[src/rtl/ohc_rns_pkg.sv]
// Shared types and helpers for one-hot residue (RNS) channels.
// Mod-9 constants plus a popcount validity check usable by any channel width.
package ohc_rns_pkg;

  localparam int MOD9   = 9;
  localparam int W_OHC9 = 9;
  localparam int W_BIN9 = 4;

  localparam logic [3:0] ERR_CODE = 4'hF;

  typedef logic [W_OHC9-1:0] ohc9_t;

  // Channels up to 16 wide zero-extend into this.
  function automatic logic [4:0] ohc_popcount(
    input logic [15:0] w
  );
    logic [4:0] n;
    n = '0;
    for (int i = 0; i < 16; i++) begin
      n = n + 5'(w[i]);
    end
    return n;
  endfunction

  function automatic logic ohc_valid(
    input logic [15:0] w
  );
    return ohc_popcount(w) == 5'd1;
  endfunction

endpackage

[src/rtl/ohc_decode_core.sv]
// Combinational one-hot to binary decode with illegal-word flag.
// Width-generic so the mod-5/mod-7 channels can reuse it.
module ohc_decode_core
  import ohc_rns_pkg::*;
#(
  parameter int MOD          = MOD9,
  parameter int W_BIN        = W_BIN9,
  parameter int ZERO_IS_RES0 = 1
) (
  input  logic [MOD-1:0]   ohc,
  output logic [W_BIN-1:0] bin,
  output logic             err
);

  localparam logic [W_BIN-1:0] ERR_BIN = W_BIN'(ERR_CODE);

  logic [W_BIN-1:0] idx;
  logic             zero;
  logic             hot;

  always_comb begin
    idx = '0;
    for (int i = 0; i < MOD; i++) begin
      if (ohc[i]) idx = W_BIN'(i);
    end
  end

  assign zero = (ohc == '0);
  assign hot  = ohc_valid(16'(ohc));

  always_comb begin
    bin = ERR_BIN;
    err = 1'b1;
    unique case (1'b1)
      zero: begin
        if (ZERO_IS_RES0 != 0) begin
          bin = '0;
          err = 1'b0;
        end
      end
      hot: begin
        bin = idx;
        err = 1'b0;
      end
      default: begin
        bin = ERR_BIN;
        err = 1'b1;
      end
    endcase
  end

endmodule

[src/rtl/ohc9_to_binary_dec.sv]
// Two-stage valid/ready decoder from mod-9 one-hot residue to binary,
// with sticky error flag and saturating illegal-word counter.
module ohc9_to_binary_dec
  import ohc_rns_pkg::*;
#(
  parameter int MOD          = MOD9,
  parameter int W_BIN        = W_BIN9,
  parameter int ERR_CNT_W    = 8,
  parameter int ZERO_IS_RES0 = 1
) (
  input  logic                 clk,
  input  logic                 rst,
  input  logic                 in_valid,
  output logic                 in_ready,
  input  logic [MOD-1:0]       in_ohc,
  output logic                 out_valid,
  input  logic                 out_ready,
  output logic [W_BIN-1:0]     out_bin,
  output logic                 out_err,
  output logic                 err_sticky,
  output logic [ERR_CNT_W-1:0] err_count,
  input  logic                 clr_err
);

  logic             s1_valid;
  logic [MOD-1:0]   s1_ohc;
  logic             s1_ready;
  logic             s2_ready;
  logic [W_BIN-1:0] dec_bin;
  logic             dec_err;
  logic             xfer_err;

  assign s2_ready = !out_valid || out_ready;
  assign s1_ready = !s1_valid || s2_ready;
  assign in_ready = s1_ready;
  assign xfer_err = out_valid && out_ready && out_err;

  ohc_decode_core #(
    .MOD          (MOD),
    .W_BIN        (W_BIN),
    .ZERO_IS_RES0 (ZERO_IS_RES0)
  ) u_dec (
    .ohc (s1_ohc),
    .bin (dec_bin),
    .err (dec_err)
  );

  always_ff @(posedge clk) begin
    if (rst) begin
      s1_valid <= 1'b0;
      s1_ohc   <= '0;
    end else if (s1_ready) begin
      s1_valid <= in_valid;
      if (in_valid) s1_ohc <= in_ohc;
    end
  end

  always_ff @(posedge clk) begin
    if (rst) begin
      out_valid <= 1'b0;
      out_bin   <= '0;
      out_err   <= 1'b0;
    end else if (s2_ready) begin
      out_valid <= s1_valid;
      if (s1_valid) begin
        out_bin <= dec_bin;
        out_err <= dec_err;
      end
    end
  end

  // A new error event outranks a same-cycle clear.
  always_ff @(posedge clk) begin
    if (rst) begin
      err_sticky <= 1'b0;
      err_count  <= '0;
    end else if (xfer_err) begin
      err_sticky <= 1'b1;
      if (clr_err) begin
        err_count <= ERR_CNT_W'(1);
      end else if (err_count != '1) begin
        err_count <= err_count + ERR_CNT_W'(1);
      end
    end else if (clr_err) begin
      err_sticky <= 1'b0;
      err_count  <= '0;
    end
  end

endmodule

[config.mk]
export PLATFORM = sky130hd
export DESIGN_NAME = ohc9_to_binary_dec
export DESIGN_NICKNAME = d
export VERILOG_FILES = /design/src/rtl/ohc_rns_pkg.sv /design/src/rtl/ohc_decode_core.sv /design/src/rtl/ohc9_to_binary_dec.sv
export SDC_FILE = /design/constraint.sdc
export NUM_CORES = 1
export LEC_CHECK = 0
export BUFFER_PORTS_ARGS = -buffer_cell sky130_fd_sc_hd__buf_2
export CAP_MARGIN = 25
export CORE_ASPECT_RATIO = 1.2
export CORE_MARGIN = 1
export CORE_UTILIZATION = 29
export CTS_BUF_LIST = sky130_fd_sc_hd__clkbuf_8 sky130_fd_sc_hd__clkbuf_16
export DETAILED_ROUTE_END_ITERATION = 7
export PLACE_DENSITY = 0.47
export SLEW_MARGIN = 5
export SYNTH_ARGS = -nofsm -noshare
export SYNTH_HDL_FRONTEND = slang
export SYNTH_SLANG_ARGS = --single-unit
export TNS_END_PERCENT = 1
[constraint.sdc]
create_clock -name clk -period 4.6 [get_ports clk]
set_clock_uncertainty 0.15 [all_clocks]
set_input_delay 0.23 -clock clk [delete_from_list [all_inputs] [get_ports clk]]
set_output_delay 0.23 -clock clk [all_outputs]
set_load 0.05 [all_outputs]
Word level (Yosys, flattened, before mapping). Cells that the tools add are included.

Register bits after elaboration: 25. Input port bits: 14. Output and inout port bits: 16. Word-level logic and storage cells: 47.

Add/subtract/negate cells: 9. Eq/ne operators: 2. Muxes and demuxes: 16. Reductions and logical operators: 13.

Operator list (number): 5-bit by 1-bit adder with 5-bit output (7); 8-bit 2-to-1 mux (4); 4-bit 2-to-1 mux (7); 9-bit logical NOT (1); 8-bit by 1-bit adder with 8-bit output (second input constant) (1); 8-bit inequality test (second input constant) (1); 4-bit case mux with 2 select lines (1); 2-bit AND reduction (3); 5-bit by 1-bit == test with 1-bit output (second input constant) (1); 1-bit 2-to-1 mux (4); 2-bit nonzero test (2); 1-bit by 1-bit adder with 2-bit output (1); 1-bit logical AND (2); 1-bit logical NOT (2); 1-bit logical OR (2); 2-bit OR reduction (1).

Longest topological paths before layout.
Word-level depth: 11. Depth in mapped cells: 15. Gate-level depth less buffers: 15.

Modules after synthesis. A second synthesis with hierarchy kept.

Cell total of the unflattened synthesis: 170. Area, all modules: 1569.0 um^2.

By module, submodules not included: ohc9_to_binary_dec (times used 1, cells an instance 128, area an instance 1226.2 um^2, sequential area each 500.5 um^2); ohc_decode_core (times used 1, cells an instance 42, area an instance 342.8 um^2, sequential area each 0.0 um^2).

Worst setup path before layout. OpenSTA, ideal clock, no wires.

Path kind: reg-to-reg. Start point: register s1_ohc[1]. End point: register out_bin[0]. Setup time: 75 ps. Data arrival time: 3577 ps. Data required time: 4375 ps. Setup slack: 798 ps. Cell stages (with the launch flop): 16. Buffers on the path: 0. Clock period less this slack: 3802 ps. Cell sequence: dfxtp_1 -> inv_1 -> ha_1 -> inv_1 -> fa_1 -> fa_1 -> fa_1 -> inv_1 -> ha_1 -> inv_1 -> fa_1 -> nor2b_1 -> a31oi_2 -> nor4bb_4 -> or3_4 -> a31oi_1.

Word-level cells in the longest chain between the ends: 10. Elaborated cells between the ends (all ways): 19. Those cells by class: add/sub: 8; eq/ne: 1; mux: 9; reduce/logical: 1.

RTL lines: from (decl) (line ohc9_to_binary_dec.sv:26) `logic [MOD-1:0] s1_ohc;`; from (signal assigned) (line ohc9_to_binary_dec.sv:54) `if (in_valid) s1_ohc <= in_ohc;`; 1-bit by 1-bit adder with 2-bit output (line ohc_rns_pkg.sv:20) `n = n + 5'(w[i]);`; 5-bit by 1-bit adder with 5-bit output (7 in a row) (line ohc_rns_pkg.sv:20); 5-bit by 1-bit == test with 1-bit output (line ohc_rns_pkg.sv:28) `return ohc_popcount(w) == 5'd1;`; 4-bit case mux with 2 select lines * (line ohc_decode_core.sv:34) `unique case (1'b1)`; to (signal assigned) (line ohc9_to_binary_dec.sv:66) `out_bin <= dec_bin;`; to (decl) (line ohc9_to_binary_dec.sv:18) `output logic [W_BIN-1:0] out_bin,`.

Mark *: on every way between the ends. The rest lies on a longest branch, timed or not. A chain may end at the register's enable or synchronous reset.

Worst setup path after layout.
Start point: register s1_ohc[1]. End point: register out_bin[1].

The elaborated chain is that of the path after synthesis.

==> summary.md <==
| Metric | Value |
|---|---|
| Status | `finished clean` |
| Data required time of the worst path | `4.64 ns` |
| # diodes | `0` |
| Internal cell power | `0.3378 mW` |
| DIE WIDTH | `65.32 um` |
| CTS root buf | `clkbuf_8` |
| Yosys warns | `0` |
| Vias | `1206` |
| Share of layout cells above drive strength 1 | `0.2461` |
| Fillcell total | `509` |
| Pwr Density | `299.1 nW/um2` |
| Largest cells by area after synthesis | `dfxtp_1 36%, fa_1 7.2%, ha_1 7.2%, a21oi_1 6.5%, nand3_1 5.4%` |
| Fin. Hold Viols | `0` |
| Largest net degree at the start of global routing | `20` |
| Synth Cell Area | `1395 um2` |
| Ys async rst share | `0` |
| Setup crit end | `out_bin[1]` |
| Max-slew violation count | `0` |
| Hpwl dp | `2.303 mm` |
| Skew-Pair Late Insertion Delay | `0.26 ns` |
| WL final | `2.806 mm` |
| Slew HR | `0.7526` |
| Seq pwr share | `0.489` |
| Reg2Reg Depth | `15` |
| R2R Path End | `out_bin[1]` |
| #FFs+latches synth | `25` |
| Area leader, netlist | `dfxtp_1` |
| H-tree depth | `1` |
| Sw Ratio | `0.3068` |
| Final hold slack | `0.07340 ns` |
| I/O pin total | `30` |
| Power consumption | `0.4873 mW` |
| Count leader, synth | `dfxtp_1` |
| Core Box Area | `4594 um2` |
| Ys flop type | `dfxtp_1` |
| Worst hold path class | `in2reg` |
| Worst-path clk slew | `0.09 ns` |
| Mean area per synthesized cell | `8.507 um2` |
| Max Root-Sink Buffers | `2` |
| CP Launch Point | `s1_ohc[1]` |
| Combinational share of power | `0.248` |
| Syn-to-layout area delta | `16.77%` |
| Die ar. | `5093 um2` |
| Number of global-route vias before repair | `1153` |
| # DRC | `0` |
| IO buf count | `29` |
| Tightest Pin Transition | `0.3711 ns` |
| FF-to-FF Start | `s1_ohc[1]` |
| Synthesized Nets | `191` |
| Post-synth top cells | `25 x dfxtp_1, 19 x nand2_1, 18 x a21oi_1` |
| Fmax | `0.2505 GHz` |
| Placement Setup Slack | `0.5787 ns` |
| CTS Buf Count | `3` |
| Post-CTS Resized | `0` |
| Final worst slack | `0.6085 ns` |
| R2R Setup Slk | `0.61 ns` |
| Worst vdd ir | `0.0001088 V` |
| Initial antenna violation count | `0` |
| DR pass1 iterations | `6` |
| Post-synth EDFFs | `0` |
| Post-CTS setup buffers | `0` |
| Yosys cell types | `38` |
| Hold_buf cts | `0` |
| Crit Path Class | `reg2reg` |
| Overflow after GRT | `0` |
| CP Capture Type | `flop` |
| Max FO, Critical Path | `5` |
| Row count | `27` |
| First-pass GRT wire length | `4.954 mm` |
| Sum Neg Setup Slack | `0 ns` |
| Sequential fraction of the synthesis area | `0.3587` |
| Clock network power share | `0.262` |
| Starting DRC count in detailed routing | `40` |
| Clock Sinks | `25` |
| Max cap viols | `0` |
| Initial Util | `0.3036` |
| Vias per cell | `4.843` |
| RSZ-0062 raised after global routing | `false` |
| Routability-driven placement congestion ratio | `0.7496` |
| CP arrival | `4.03 ns` |
| Leak pwr | `0.6891 nW` |
| TritonCTS clock tree | `done` |
| Area taken by multi-input logic gates | `808.3 um2` |
| Overall routing resource usage | `0.1217` |
| Final #Nets | `219` |
| Routed WL per cell | `11.27 um` |
| Yosys top cell area share | `0.3587` |
| Setup crit start kind | `flop` |
| # setup viols final | `0` |
| Cell count after synthesis | `164` |
| Die height | `77.98 um` |
| Crit path time final | `3.992 ns` |
| Psw | `0.1495 mW` |
| Post-route ant nets | `0` |
| Final Cycle Share | `0.8677` |
| Sequential Area | `500.5 um2` |
area by class of cell:
class	count	area share
inverters	15	0.03456
clock inverters	1	0.003072
flip-flops and latches	25	0.3072
repair buffers	29	0.08909
well taps	58	0.04455
multi-input cells	118	0.4962
clock buffers	3	0.02535
placed cells by master, fill, tap and decap left out, types with 8 or more instances in the layout:
| cell | count |
|---|---|
| inv_1 | 15 |
| nand3_1 | 15 |
| dfxtp_1 | 25 |
| ha_1 | 8 |
| nor2_1 | 11 |
| a21oi_1 | 18 |
| nand2_1 | 19 |
| buf_2 | 29 |
layer usage:
layer	up-vias	wire, um	global-route usage
met3	4	143	0.02059
met5	-	0	0
met1	553	1315	0.1517
met2	31	1316	0.2082
li1	618	-	-
met4	0	30	0.03913
registers in the layout, indices dropped and copies added, names as in the netlist:
name and count:
err_count 8, err_sticky 1, out_bin 4, out_err 1, out_valid 1, s1_ohc 9
s1_valid 1
stage by stage:
step	cells	cell area [um2]	util
6_report	249	1629	0.3546
5_1_grt	249	1629	0.3546
4_1_cts	249	1629	0.3546
3_5_place_dp	245	1583	0.3445
3_3_place_gp	245	1583	0.3445
2_1_floorplan	164	1395	-
kinds of logic (layout without fill, tap and decap cells):
| kind of cell | count (synthesis) | in the layout | synth area share |
|---|---|---|---|
| DFF | 25 | 25 | 0.3587 |
| xor gates and xnor gates | 1 | 1 | 0.006279 |
| buffers and inverters | 21 | 48 | 0.06187 |
| muxes | 1 | 1 | 0.007175 |
| and+or+nand+nor | 66 | 66 | 0.2610 |
| AOI/OAI and AO/OA | 37 | 37 | 0.1614 |
| adders and majority gates | 13 | 13 | 0.1435 |
power by group through the flow:
stage	Sequential, mW	Clock [mW]	Combinational (mW)
after floorplan	0.266	0	0.0731
after global placement	0.244	0	0.119
after detailed placement	0.244	0	0.124
after CTS	0.239	0.133	0.123
after global routing	0.241	0.143	0.135
final	0.238	0.128	0.121
worst min-delay path by stage:
stage,slack [ns],start,end,depth (start not counted)
after CTS,0.07,in_ohc[8],s1_ohc[8],3
final,0.07,in_ohc[8],s1_ohc[8],3
after global routing,0.07,in_ohc[0],s1_ohc[0],3
after detailed placement,0.32,s1_ohc[2],s1_ohc[2],2
after global placement,0.32,err_sticky,err_sticky,2
after floorplan,0.23,in_ohc[8],s1_ohc[8],2
worst max-delay path: stages (launching register included):
cell and delay [ns]:
dfxtp_1 0.38, inv_1 0.06, ha_1 0.26, inv_1 0.04, fa_1 0.44, fa_1 0.51, fa_1 0.41, inv_1 0.06
ha_1 0.15, inv_1 0.05, fa_1 0.37, nor2b_1 0.15, a31oi_2 0.20, nor4bb_4 0.09, or3_4 0.43, a31oi_1 0.16
No activity file was read; power rests on OpenSTA's default activity.
